### config.mk
export PLATFORM = sky130hd
export DESIGN_NAME = fetch_sequencer
export DESIGN_NICKNAME = d
export VERILOG_FILES = /design/src/rtl/fetch_sequencer_pkg.sv /design/src/rtl/fetch_sequencer_hold_reg.sv /design/src/rtl/fetch_sequencer.sv
export SDC_FILE = /design/constraint.sdc
export NUM_CORES = 1
export LEC_CHECK = 0
export BUFFER_PORTS_ARGS = -buffer_cell sky130_fd_sc_hd__buf_2
export CORE_ASPECT_RATIO = 1.5
export CORE_MARGIN = 1.5
export CORE_UTILIZATION = 46
export CTS_CLUSTER_SIZE = 14
export DETAILED_ROUTE_END_ITERATION = 16
export MAX_ROUTING_LAYER = met4
export PLACE_DENSITY = 0.75
export SLEW_MARGIN = 20
export SYNTH_ARGS = -nofsm -noshare
export SYNTH_HDL_FRONTEND = slang
export SYNTH_SLANG_ARGS = --single-unit
### constraint.sdc
create_clock -name clk -period 2.4 [get_ports clk]
set_input_delay 0.36 -clock clk [delete_from_list [all_inputs] [get_ports clk]]
set_output_delay 0.36 -clock clk [all_outputs]
set_load 0.005 [all_outputs]
### src/rtl/fetch_sequencer_pkg.sv
`default_nettype none
// ============================================================================
// Module   : fetch_sequencer_pkg
// Brief    : Shared fetch definitions: datapath width, NOP word and the
//            fetch sequencer state encoding.
// Revision : 1.0 - initial release
// ============================================================================
package fetch_sequencer_pkg;

  localparam int          CPU_XLEN      = 32;
  localparam logic [31:0] CPU_NOP_INSTR = 32'h0000_0013;  // addi x0,x0,0

  typedef enum logic [2:0] {
    ST_IDLE = 3'd0,
    ST_REQ  = 3'd1,
    ST_WAIT = 3'd2,
    ST_HOLD = 3'd3,
    ST_DROP = 3'd4
  } fetch_state_e;

endpackage
`default_nettype wire

### src/rtl/fetch_sequencer_hold_reg.sv
`default_nettype none
// ============================================================================
// Module   : fetch_sequencer_hold_reg
// Brief    : One-entry instruction + pc buffer used while the hazard unit
//            stalls a response that has already arrived. Clear wins over load.
// Revision : 1.0 - initial release
// ============================================================================
module fetch_sequencer_hold_reg #(
  parameter int XLEN = 32
) (
  input  logic            clk,
  input  logic            rst,       // asynchronous, active-low
  input  logic            load,
  input  logic            clear,
  input  logic [31:0]     instr_in,
  input  logic [XLEN-1:0] pc_in,
  output logic            valid,
  output logic [31:0]     instr,
  output logic [XLEN-1:0] pc
);

  logic            valid_q, valid_d;
  logic [31:0]     instr_q, instr_d;
  logic [XLEN-1:0] pc_q, pc_d;

  // Next-state for the buffer: clear empties it, load captures a new entry.
  always_comb begin
    valid_d = valid_q;
    instr_d = instr_q;
    pc_d    = pc_q;
    if (clear) begin
      valid_d = 1'b0;
    end else if (load) begin
      valid_d = 1'b1;
      instr_d = instr_in;
      pc_d    = pc_in;
    end
  end

  // Buffer storage.
  always_ff @(posedge clk or negedge rst) begin
    if (!rst) begin
      valid_q <= 1'b0;
      instr_q <= '0;
      pc_q    <= '0;
    end else begin
      valid_q <= valid_d;
      instr_q <= instr_d;
      pc_q    <= pc_d;
    end
  end

  assign valid = valid_q;
  assign instr = instr_q;
  assign pc    = pc_q;

endmodule
`default_nettype wire

### src/rtl/fetch_sequencer.sv
`default_nettype none
// ============================================================================
// Module   : fetch_sequencer
// Brief    : Instruction fetch sequencer. Single-outstanding IMEM request
//            port, pc advance/redirect mux and the IF/ID output registers.
// Revision : 1.0 - initial release
// ============================================================================
module fetch_sequencer
  import fetch_sequencer_pkg::*;
#(
  parameter int          XLEN      = CPU_XLEN,
  parameter logic [31:0] NOP_INSTR = CPU_NOP_INSTR
) (
  input  logic            clk,
  input  logic            rst,             // asynchronous, active-low
  input  logic [XLEN-1:0] current_pc,
  output logic [XLEN-1:0] next_pc,
  output logic            pc_write_en,
  output logic            imem_req,
  output logic [XLEN-1:0] imem_addr,
  input  logic            imem_gnt,
  input  logic            imem_rvalid,
  input  logic [31:0]     imem_rdata,
  input  logic            stall,
  input  logic            redirect_valid,
  input  logic [XLEN-1:0] redirect_pc,
  output logic            fetch_valid,
  output logic [31:0]     fetch_instr,
  output logic [XLEN-1:0] fetch_pc
);

  fetch_state_e    state_q, state_d;
  logic            imem_req_q, imem_req_d;
  logic            fetch_valid_q, fetch_valid_d;
  logic [31:0]     fetch_instr_q, fetch_instr_d;
  logic [XLEN-1:0] fetch_pc_q, fetch_pc_d;

  logic            hold_load, hold_clear, hold_valid;
  logic [31:0]     hold_instr;
  logic [XLEN-1:0] hold_pc;
  logic [XLEN-1:0] pc_plus4;
  logic            unused_redirect_lsbs;

  // Redirect targets are word aligned, so the low bits are dropped.
  assign unused_redirect_lsbs = ^redirect_pc[1:0];
  assign pc_plus4             = current_pc + {{(XLEN-3){1'b0}}, 3'd4};

  fetch_sequencer_hold_reg #(.XLEN(XLEN)) u_hold (
    .clk      (clk),
    .rst      (rst),
    .load     (hold_load),
    .clear    (hold_clear),
    .instr_in (imem_rdata),
    .pc_in    (current_pc),
    .valid    (hold_valid),
    .instr    (hold_instr),
    .pc       (hold_pc)
  );

  // Next state, pc mux and IF/ID next values; redirect overrides everything.
  always_comb begin
    state_d       = state_q;
    pc_write_en   = 1'b0;
    next_pc       = current_pc;
    fetch_valid_d = fetch_valid_q;
    fetch_instr_d = fetch_instr_q;
    fetch_pc_d    = fetch_pc_q;
    hold_load     = 1'b0;
    hold_clear    = 1'b0;

    if ((state_q != ST_IDLE) && redirect_valid) begin
      pc_write_en   = 1'b1;
      next_pc       = {redirect_pc[XLEN-1:2], 2'b00};
      fetch_valid_d = 1'b0;
      fetch_instr_d = NOP_INSTR;
      hold_clear    = 1'b1;
      case (state_q)
        // A request granted now still returns a word that must be thrown away.
        ST_REQ:  state_d = imem_gnt ? ST_DROP : ST_REQ;
        ST_WAIT: state_d = imem_rvalid ? ST_REQ : ST_DROP;
        ST_DROP: state_d = imem_rvalid ? ST_REQ : ST_DROP;
        default: state_d = ST_REQ;
      endcase
    end else begin
      case (state_q)
        ST_IDLE: state_d = ST_REQ;
        ST_REQ: begin
          if (imem_gnt) state_d = ST_WAIT;
        end
        ST_WAIT: begin
          if (imem_rvalid) begin
            if (!stall) begin
              fetch_valid_d = 1'b1;
              fetch_instr_d = imem_rdata;
              fetch_pc_d    = current_pc;
              pc_write_en   = 1'b1;
              next_pc       = pc_plus4;
              state_d       = ST_REQ;
            end else begin
              hold_load = 1'b1;
              state_d   = ST_HOLD;
            end
          end
        end
        ST_HOLD: begin
          if (!stall) begin
            if (hold_valid) begin
              fetch_valid_d = 1'b1;
              fetch_instr_d = hold_instr;
              fetch_pc_d    = hold_pc;
            end
            hold_clear  = 1'b1;
            pc_write_en = 1'b1;
            next_pc     = pc_plus4;
            state_d     = ST_REQ;
          end
        end
        ST_DROP: begin
          if (imem_rvalid) state_d = ST_REQ;
        end
        default: state_d = ST_IDLE;
      endcase
    end

    imem_req_d = (state_d == ST_REQ);
  end

  // State, request and IF/ID registers.
  always_ff @(posedge clk or negedge rst) begin
    if (!rst) begin
      state_q       <= ST_IDLE;
      imem_req_q    <= 1'b0;
      fetch_valid_q <= 1'b0;
      fetch_instr_q <= NOP_INSTR;
      fetch_pc_q    <= '0;
    end else begin
      state_q       <= state_d;
      imem_req_q    <= imem_req_d;
      fetch_valid_q <= fetch_valid_d;
      fetch_instr_q <= fetch_instr_d;
      fetch_pc_q    <= fetch_pc_d;
    end
  end

  assign imem_req    = imem_req_q;
  assign imem_addr   = current_pc;
  assign fetch_valid = fetch_valid_q;
  assign fetch_instr = fetch_instr_q;
  assign fetch_pc    = fetch_pc_q;

endmodule
`default_nettype wire

==> flow_summary.json, run 1 <==
{
  "clock_latency_ns": 0.42,
  "yosysTopAreaCell": "dfrtp_1",
  "die_w_um": 103,
  "fin_worst_skew_ns": 0.0128,
  "ir_drop_uv": 579,
  "row_count": 54,
  "num-fill-cells": 1234,
  "initial_core_util_pct": 47.3,
  "critPathMaxFanout": 3,
  "core-area_um2": 14600,
  "grt_overflow_total": 0,
  "worstMarginPinSlew_ns": 0.549,
  "sequentialPowerShare_pct": 37.1,
  "fin_ws_ns": -0.369,
  "clock_path_buffers": 2,
  "h-tree-depth": 4,
  "ys_types": 45,
  "final_nets": 1024,
  "grt_use_total_pct": 25.2,
  "synth_ff_type": "dfrtp_1",
  "die-height_um": 153,
  "setup_viol": 29,
  "rsz0062_at_grt": "true",
  "cts_buffers": 17,
  "cts.clk_slew.worst_paths_ns": 0.07,
  "p_clk_share_pct": 28.2,
  "maxSlewHeadroom_pct": 63.4,
  "ys_top_cells_by_count": "dfrtp_1, nand2_1, nor2_1, mux2_2, clkbuf_1",
  "async_flop_share_pct": 100,
  "violations": "negative setup slack",
  "post-dp-hpwl_mm": 13.4,
  "cpPeakStageDelay_ns": 0.49,
  "syn_to_final_growth_pct": 35.8,
  "grt_pass1_vias": 5884,
  "cts.sinks": 134,
  "final_cells": 1131,
  "start_kind": "flip-flop",
  "ys_ff_latch": 134,
  "fmax_ghz": 0.361,
  "cp_cell_sequence": "or3b_4 -> buf_4 -> nor4b_4 -> nand2_1 -> or4_4 -> nand3_2 -> buf_6",
  "switchingPower_mw": 3.12,
  "ant_nets": 0,
  "portBuffers": 230,
  "hold_violations": 0,
  "synthTopCellsByArea": "dfrtp_1, mux2_2, mux2i_1",
  "drt-initial-drc-count": 187,
  "sw_frac_of_total_pct": 33.3,
  "synth_area_per_cell_um2": 10.1,
  "status": "finished with violations",
  "combPwrFrac_pct": 34.8,
  "slew_violations": 0,
  "critPathArrivalTime_ns": 2.41,
  "power_density_nw_per_um2": 1000,
  "netlist_area_um2": 6900,
  "slowest_stage": "or4_4",
  "hold_ws_ns": 0.192,
  "synth_top_area_share_pct": 47.5,
  "hp-class": "input port to flip-flop",
  "drv_cap": 0,
  "crit_path_end_kind": "output port",
  "leakage_nw": 4.75,
  "grt_max_degree": 60,
  "routabilityCongestion": 0.848,
  "synth-edff-count": 0,
  "grt_antenna_before_repair": 1,
  "syn_nets": 788,
  "vias_per_cell": 5.34,
  "wirelength_mm": 19.3,
  "via_count": 6041,
  "cts_tree": "built",
  "io-pin-count": 233,
  "yosysMostFrequentCell": "dfrtp_1",
  "finish.utilization_pct": 64.2,
  "critPathRequiredTime_ns": 2.04,
  "grt_first_pass_wirelength_mm": 29.8,
  "wl_per_cell_um": 17.1,
  "drtPass1Iterations": 5,
  "placed_cells": 1083,
  "finalCritPeriodShare_pct": 115,
  "ys_warn_count": 0,
  "internal_power_mw": 6.25,
  "root_buffer": "clkbuf_16",
  "drive_above_1_share_pct": 46.0,
  "critPathKind": "flip-flop to output port",
  "drc_errors": 0,
  "dieArea_um2": 15800,
  "min_period_ns": 2.77,
  "syn_inst": 685,
  "yosysSeqAreaShare_pct": 48.7
}
cell type report:
| class | count | area (µm²) | share of cell area (%) |
|---|---|---|---|
| Clock buffer | 18 | 439 | 4.69 |
| Antenna cell | 1 | 2.50 | 0.0267 |
| Tap cell | 196 | 245 | 2.62 |
| Inverter | 4 | 15.0 | 0.160 |
| Timing Repair Buffer | 297 | 1880 | 20.1 |
| Multi-Input combinational cell | 467 | 3260 | 34.9 |
| Sequential cell | 134 | 3360 | 35.9 |
| Clock inverter | 14 | 163 | 1.74 |
power groups by stage:
| stage | Clock [mW] | Combinational (mW) | Sequential (mW) |
|---|---|---|---|
| finish | 2.64 | 3.26 | 3.47 |
| global route | 2.81 | 3.57 | 3.57 |
| CTS | 2.71 | 3.18 | 3.46 |
| detailed placement | 0 | 3.01 | 3.49 |
| global placement | 0 | 2.93 | 3.44 |
| floorplan | 0 | 1.69 | 3.46 |
final timing paths:
kind	cells after the start	slack, ns	from	endpoint
min	2	0.19	imem_rdata[10]	u_hold.instr[10]$_DFFE_PN0P_
max	7	-0.37	state_q[2]$_DFF_PN0_	next_pc[22]
max reg2reg	10	0.16	state_q[2]$_DFF_PN0_	fetch_pc[17]$_DFFE_PN0P_
max in group asynchronous	3	1.21	rst	state_q[0]$_DFF_PN0_
min reg2reg	2	0.50	fetch_instr[0]$_DFFE_PN1P_	fetch_instr[0]$_DFFE_PN1P_
min in group asynchronous	2	0.45	rst	fetch_instr[12]$_DFFE_PN0P_
worst max-delay path: cells and delay by family, from the launching register on:
kind	cells	cell delay (ns)
flops	1	0.38
simple gates	5	1.37
buf+inv	2	0.26
through the flow:
stage	worst slack, ns	area, µm²	setup TNS [ns]	power, mW
2_1_floorplan	-0.0526	6900	-0.0526	5.15
3_3_place_gp	-0.121	8400	-0.265	6.37
3_5_place_dp	-0.135	8400	-0.372	6.50
4_1_cts	-0.376	9240	-6.46	9.35
5_1_grt	-0.453	9370	-10.13	9.95
6_report	-0.369	9370	-6.70	9.37
cells by family after synthesis:
kind of cell	Yosys count	share of synthesized area, %
flops	134	48.7
buf+inv	84	6.49
fa+ha+maj	1	0.181
xor+xnor	26	3.30
compound gates	107	9.78
mux	101	15.8
simple gates	232	15.8
state kept, by name, indices dropped and copies added, names as in the netlist:
register and count:
fetch_instr 32, fetch_pc 32, imem_req 1, u_hold.pc 32, state_q 3, u_hold.valid 1
fetch_valid 1, u_hold.instr 32
routing by layer:
| metal | GRT usage (%) | routed length (µm) |
|---|---|---|
| met5 | - | 0 |
| met3 | 4.62 | 914 |
| met2 | 43.1 | 10300 |
| met4 | 9.07 | 482 |
| met1 | 29.1 | 7650 |
cells in the final DEF (no fill, tap or decap), types with 4 or more instances in the layout:
| cell type | netlist | routed |
|---|---|---|
| xor2_1 | 23 | 22 |
| o21ai_1 | 0 | 26 |
| mux2i_1 | 37 | 37 |
| nand3_1 | 41 | 36 |
| buf_4 | 32 | 42 |
| and3_1 | 4 | 4 |
| nor2_1 | 72 | 69 |
| nand4_1 | 14 | 14 |
| clkinvlp_4 | 0 | 4 |
| dfrtp_1 | 131 | 130 |
| nand2_1 | 75 | 68 |
| nand3_2 | 0 | 5 |
| nand2_2 | 0 | 5 |
| buf_6 | 1 | 14 |
| o211ai_1 | 4 | 4 |
| buf_2 | 4 | 227 |
| inv_1 | 4 | 4 |
| clkbuf_16 | 0 | 18 |
| inv_6 | 0 | 5 |
| a311oi_1 | 29 | 29 |
| a21oi_1 | 35 | 34 |
| buf_12 | 0 | 11 |
| mux2_2 | 64 | 64 |
timing repair:
action,4_1_cts,5_1_grt
pin swaps,13,21
endpoints found under the hold margin,51,0
endpoints found under the setup margin,30,63
hold buffers,1,0
gates resized for setup,48,30
buffers inserted,12,4
cloned,0,1
No activity file was read; power rests on OpenSTA's default activity.
==> inputs of run 2 (changes only) <==
--- a/config.mk
+++ b/config.mk
@@ -8,11 +8,12 @@
 export BUFFER_PORTS_ARGS = -buffer_cell sky130_fd_sc_hd__buf_2
 export CORE_ASPECT_RATIO = 1.5
 export CORE_MARGIN = 1.5
-export CORE_UTILIZATION = 46
+export CORE_UTILIZATION = 47
+export CTS_BUF_LIST = sky130_fd_sc_hd__clkbuf_8
 export CTS_CLUSTER_SIZE = 14
 export DETAILED_ROUTE_END_ITERATION = 16
 export MAX_ROUTING_LAYER = met4
-export PLACE_DENSITY = 0.75
+export PLACE_DENSITY = 0.76
 export SLEW_MARGIN = 20
 export SYNTH_ARGS = -nofsm -noshare
 export SYNTH_HDL_FRONTEND = slang
==> flow_summary.json, run 2 (synthesis gave the netlist of run 1 again) <==
{
  "start_kind": "flip-flop",
  "p_clk_share_pct": 22.8,
  "final_area_um2": 8990,
  "initial_core_util_pct": 47.7,
  "slew_violations": 0,
  "maxSlewHeadroom_pct": 70.2,
  "post-place-ws_ns": -0.194,
  "ir_drop_uv": 646,
  "post-dp-hpwl_mm": 13.3,
  "drc_errors": 0,
  "cts.clk_slew.worst_paths_ns": 0.08,
  "grt_first_pass_wirelength_mm": 28.6,
  "clock_path_buffers": 2,
  "rr_startpoint": "state_q[2]$_DFF_PN0_",
  "root_buffer": "clkbuf_8",
  "combPwrFrac_pct": 36.4,
  "setup_viol": 30,
  "grt_overflow_total": 0,
  "cpPeakStageDelay_ns": 0.48,
  "cp_cell_sequence": "or3b_4 -> buf_6 -> nor4b_4 -> nand2_1 -> or4_1 -> nand3_1 -> buf_2",
  "grt_use_total_pct": 24.9,
  "crit_start": "state_q[2]$_DFF_PN0_",
  "dieArea_um2": 15400,
  "worstMarginPinSlew_ns": 0.447,
  "sequentialPowerShare_pct": 40.8,
  "crit_path_end_kind": "output port",
  "met2_usage_pct": 44.2,
  "grt_max_degree": 57,
  "core-area_um2": 14500,
  "critPathRequiredTime_ns": 2.04,
  "syn_to_final_growth_pct": 30.3,
  "drtPass1Iterations": 5,
  "cts.sinks": 134,
  "routabilityCongestion": 0.834,
  "cts_tree": "built",
  "violations": "negative setup slack",
  "via_count": 5920,
  "clock_latency_ns": 0.43,
  "io-pin-count": 233,
  "use_met3_pct": 4.43,
  "status": "finished with violations",
  "finalPower_mw": 8.43,
  "cts_buffers": 17,
  "slowest_stage": "or4_1",
  "hold_violations": 0,
  "critPathMaxFanout": 3,
  "layout_commonest_cell": "buf_2",
  "internal_power_mw": 5.52,
  "die-height_um": 151,
  "grt_pass1_vias": 5687,
  "final_nets": 1016,
  "fmax_ghz": 0.357,
  "drv_cap": 0,
  "leakage_nw": 4.60,
  "vias_per_cell": 5.27,
  "wl_per_cell_um": 16.5,
  "placed_cell_area_um2": 8360,
  "row_count": 54,
  "rsz0062_at_grt": "true",
  "layout_common_cells": "buf_2, dfrtp_1, nor2_1, nand2_1, mux2_2",
  "portBuffers": 230,
  "grt_antenna_before_repair": 1,
  "drive_above_1_share_pct": 44.7,
  "power_density_nw_per_um2": 938,
  "h-tree-depth": 4,
  "switchingPower_mw": 2.91,
  "fin_worst_skew_ns": 0.0148,
  "grt_use_met1_pct": 28.1,
  "grt_busiest_layer": "met2",
  "hp-start": "imem_rdata[13]",
  "critPathKind": "flip-flop to output port",
  "drt-initial-drc-count": 227,
  "fin_ws_ns": -0.398,
  "finalCritPeriodShare_pct": 117,
  "hp-class": "input port to flip-flop",
  "critPathArrivalTime_ns": 2.44,
  "sw_frac_of_total_pct": 34.5,
  "die_w_um": 102,
  "min_period_ns": 2.80,
  "fin_tns_setup_ns": -7.08,
  "wirelength_mm": 18.6,
  "ant_nets": 0
}
run 2: power groups by stage:
stage / Sequential (mW) / Combinational (mW) / Clock, mW
after floorplan: 3.46 / 1.69 / 0
after global placement: 3.45 / 2.90 / 0
after detailed placement: 3.49 / 2.98 / 0
after CTS: 3.45 / 3.05 / 1.98
after global routing: 3.54 / 3.39 / 2.07
final: 3.44 / 3.06 / 1.92
run 2: area by class of cell:
class	count	area (µm²)
multi-input combinational	467	3240
sequential	134	3360
tap	196	245
antenna	1	2.50
inverter	4	15.0
clock inverter	13	143
fill	1271	5470
timing repair buffer	289	1730
clock buffer	19	262
run 2: worst paths after layout:
check / end / slack (ns) / depth (start not counted)
max in group asynchronous: fetch_instr[0]$_DFFE_PN1P_ / 1.39 / 3
hold reg to reg: fetch_instr[4]$_DFFE_PN1P_ / 0.50 / 2
setup / recovery: next_pc[22] / -0.40 / 7
hold / removal: u_hold.instr[13]$_DFFE_PN0P_ / 0.18 / 2
setup reg to reg: u_hold.pc[22]$_DFFE_PN0P_ / 0.19 / 8
min in group asynchronous: fetch_pc[6]$_DFFE_PN0P_ / 0.37 / 2
run 2: metal layers:
layer	routed length, µm	vias to the layer above	part of all wire, %
met5	0	-	0
met4	418	0	2.3
met3	894	37	4.8
met2	10000	201	54
met1	7210	2831	39
li1	-	2851	-
run 2: worst max-delay path, delay by kind of cell, from the launching register on:
family                 cells  cell delay, ns
AND/OR/NAND/NOR            5            1.37
flip-flops                 1            0.38
buffers and inverters      2            0.27
run 2: timing repair:
action / 4_1_cts / 5_1_grt
endpoints found under the hold margin: 30 / 0
resized for setup: 29 / 28
pin swaps: 13 / 24
endpoints found under the setup margin: 30 / 30
setup buffers: 6 / 6
hold buffers: 1 / 0
run 2: stage by stage:
step	cells	hold slack, ns	util (%)
final	1123	0.175	62.2
after global routing	1123	0.147	62.2
after CTS	1118	0.142	61.4
after detailed placement	1079	0.265	57.8
after global placement	1079	0.268	57.8
after floorplan	685	0.0644	-
==> inputs of run 3 (changes only) <==
--- a/config.mk
+++ b/config.mk
@@ -6,7 +6,7 @@
 export NUM_CORES = 1
 export LEC_CHECK = 0
 export BUFFER_PORTS_ARGS = -buffer_cell sky130_fd_sc_hd__buf_2
-export CORE_ASPECT_RATIO = 1.5
+export CORE_ASPECT_RATIO = 1.4
 export CORE_MARGIN = 1.5
 export CORE_UTILIZATION = 47
 export CTS_BUF_LIST = sky130_fd_sc_hd__clkbuf_8
==> flow_summary.json, run 3 (synthesis gave the netlist of run 1 again) <==
{
  "portBuffers": 230,
  "grt_antenna_before_repair": 1,
  "status": "finished with violations",
  "wl_per_cell_um": 17.0,
  "drt-initial-drc-count": 270,
  "cts.clk_slew.worst_paths_ns": 0.08,
  "leakage_nw": 4.61,
  "grt_max_degree": 65,
  "fin_ws_ns": -0.368,
  "routabilityCongestion": 0.845,
  "grt_pass1_vias": 6041,
  "layout_commonest_cell": "buf_2",
  "hp-start": "imem_rdata[23]",
  "ir_drop_uv": 520,
  "drtPass1Iterations": 5,
  "post-place-ws_ns": -0.202,
  "vias_per_cell": 5.42,
  "placed_cell_area_um2": 8410,
  "cts_tree": "built",
  "power_density_nw_per_um2": 929,
  "drc_errors": 0,
  "grt_first_pass_wirelength_mm": 30.1,
  "ant_nets": 0,
  "clock_latency_ns": 0.43,
  "hold_violations": 0,
  "critPathRequiredTime_ns": 2.04,
  "hp-class": "input port to flip-flop",
  "min_period_ns": 2.77,
  "critPathKind": "flip-flop to output port",
  "layout_common_cells": "buf_2, dfrtp_1, nor2_1, nand2_1, mux2_2",
  "rsz0062_at_grt": "true",
  "syn_to_final_growth_pct": 30.9,
  "setup_viol": 30,
  "num-fill-cells": 1238,
  "io-pin-count": 233,
  "die_w_um": 105,
  "slew_violations": 0,
  "reg2reg_slack_ns": 0.23,
  "cts_buffers": 17,
  "worstRegToRegCells": 8,
  "clock_path_buffers": 2,
  "drv_cap": 0,
  "start_kind": "flip-flop",
  "worstMarginPinSlew_ns": 0.478,
  "maxSlewHeadroom_pct": 68.2,
  "h-tree-depth": 4,
  "post-dp-hpwl_mm": 13.5,
  "min_to": "u_hold.instr[23]$_DFFE_PN0P_",
  "final_area_um2": 9030,
  "fin_tns_setup_ns": -7.93,
  "finalCritPeriodShare_pct": 115,
  "wirelength_mm": 19.0,
  "fmax_ghz": 0.361,
  "critPathMaxFanout": 5,
  "violations": "negative setup slack",
  "crit_path_end_kind": "output port",
  "core-area_um2": 14400,
  "drive_above_1_share_pct": 45.2,
  "grt_use_total_pct": 25.6,
  "holdPathStages": 2,
  "row_count": 52,
  "initial_core_util_pct": 48.0,
  "via_count": 6054,
  "root_buffer": "clkbuf_8",
  "grt_overflow_total": 0,
  "fin_worst_skew_ns": 0.0146,
  "dieArea_um2": 15400,
  "cts.sinks": 134,
  "rr_endpoint": "fetch_pc[14]$_DFFE_PN0P_",
  "rr_startpoint": "state_q[2]$_DFF_PN0_",
  "die-height_um": 146,
  "final_nets": 1018,
  "critPathArrivalTime_ns": 2.41
}
## run 3: area by class of cell
cell class | instances | area [µm²] | area share [%]
diodes | 1 | 2.50 | 0.0277
clock buffers | 19 | 262 | 2.89
clock inverters | 12 | 129 | 1.43
inverters | 4 | 15.0 | 0.166
multi-input cells | 467 | 3260 | 36.1
flip-flops and latches | 134 | 3360 | 37.2
well taps | 189 | 236 | 2.62
repair buffers | 291 | 1770 | 19.6
## run 3: through the flow
stage               instances  hold WS [ns]  util (%)  total power, mW
global placement         1076         0.332      58.5             6.36
CTS                      1113         0.152      61.9             8.39
finish                   1117         0.177      62.8             8.39
detailed placement       1076         0.331      58.5             6.47
global route             1117         0.150      62.8             8.93
floorplan                 685        0.0644         -             5.15
## run 3: routing by layer
metal  vias to the layer above  GRT usage [%]  wire length (µm)
li1                       2844              -                 -
met1                      2932           29.2              7670
met2                       245           44.3              9760
met3                        33           4.91              1160
met4                         0           9.52               435
met5                         -              -                 0
## run 3: report_power, final
part	internal, mW	total [mW]	leakage [nW]	switching, mW
Combinational	1.49	3.09	2.65	1.60
Sequential	3.05	3.44	1.77	0.389
Clock	0.971	1.85	0.194	0.881
## run 3: how the worst max path moves through the flow
| stage | start | to | cells past startpoint |
|---|---|---|---|
| 6_report | state_q[2]$_DFF_PN0_ | next_pc[22] | 8 |
| 5_1_grt | state_q[2]$_DFF_PN0_ | next_pc[15] | 10 |
| 4_1_cts | state_q[2]$_DFF_PN0_ | next_pc[31] | 6 |
| 3_5_place_dp | stall | next_pc[31] | 7 |
| 3_3_place_gp | stall | next_pc[31] | 7 |
| 2_1_floorplan | state_q[2]$_DFF_PN0_ | next_pc[31] | 7 |
## run 3: timing repair
| item | CTS | global route |
|---|---|---|
| pin swaps | 15 | 15 |
| resized for setup | 30 | 31 |
| hold buffers | 1 | 0 |
| hold endpoints to repair | 45 | 0 |
| setup buffers | 5 | 3 |
| setup endpoints to repair | 30 | 30 |
## run 3: worst max-delay path, cell delays in order (launching register included)
cell and delay, ns:
dfrtp_1 0.38, or3b_4 0.40, buf_6 0.14, nor4b_4 0.19
buf_4 0.18, nand2_2 0.05, or4_1 0.46, nand3_1 0.07
buf_2 0.11
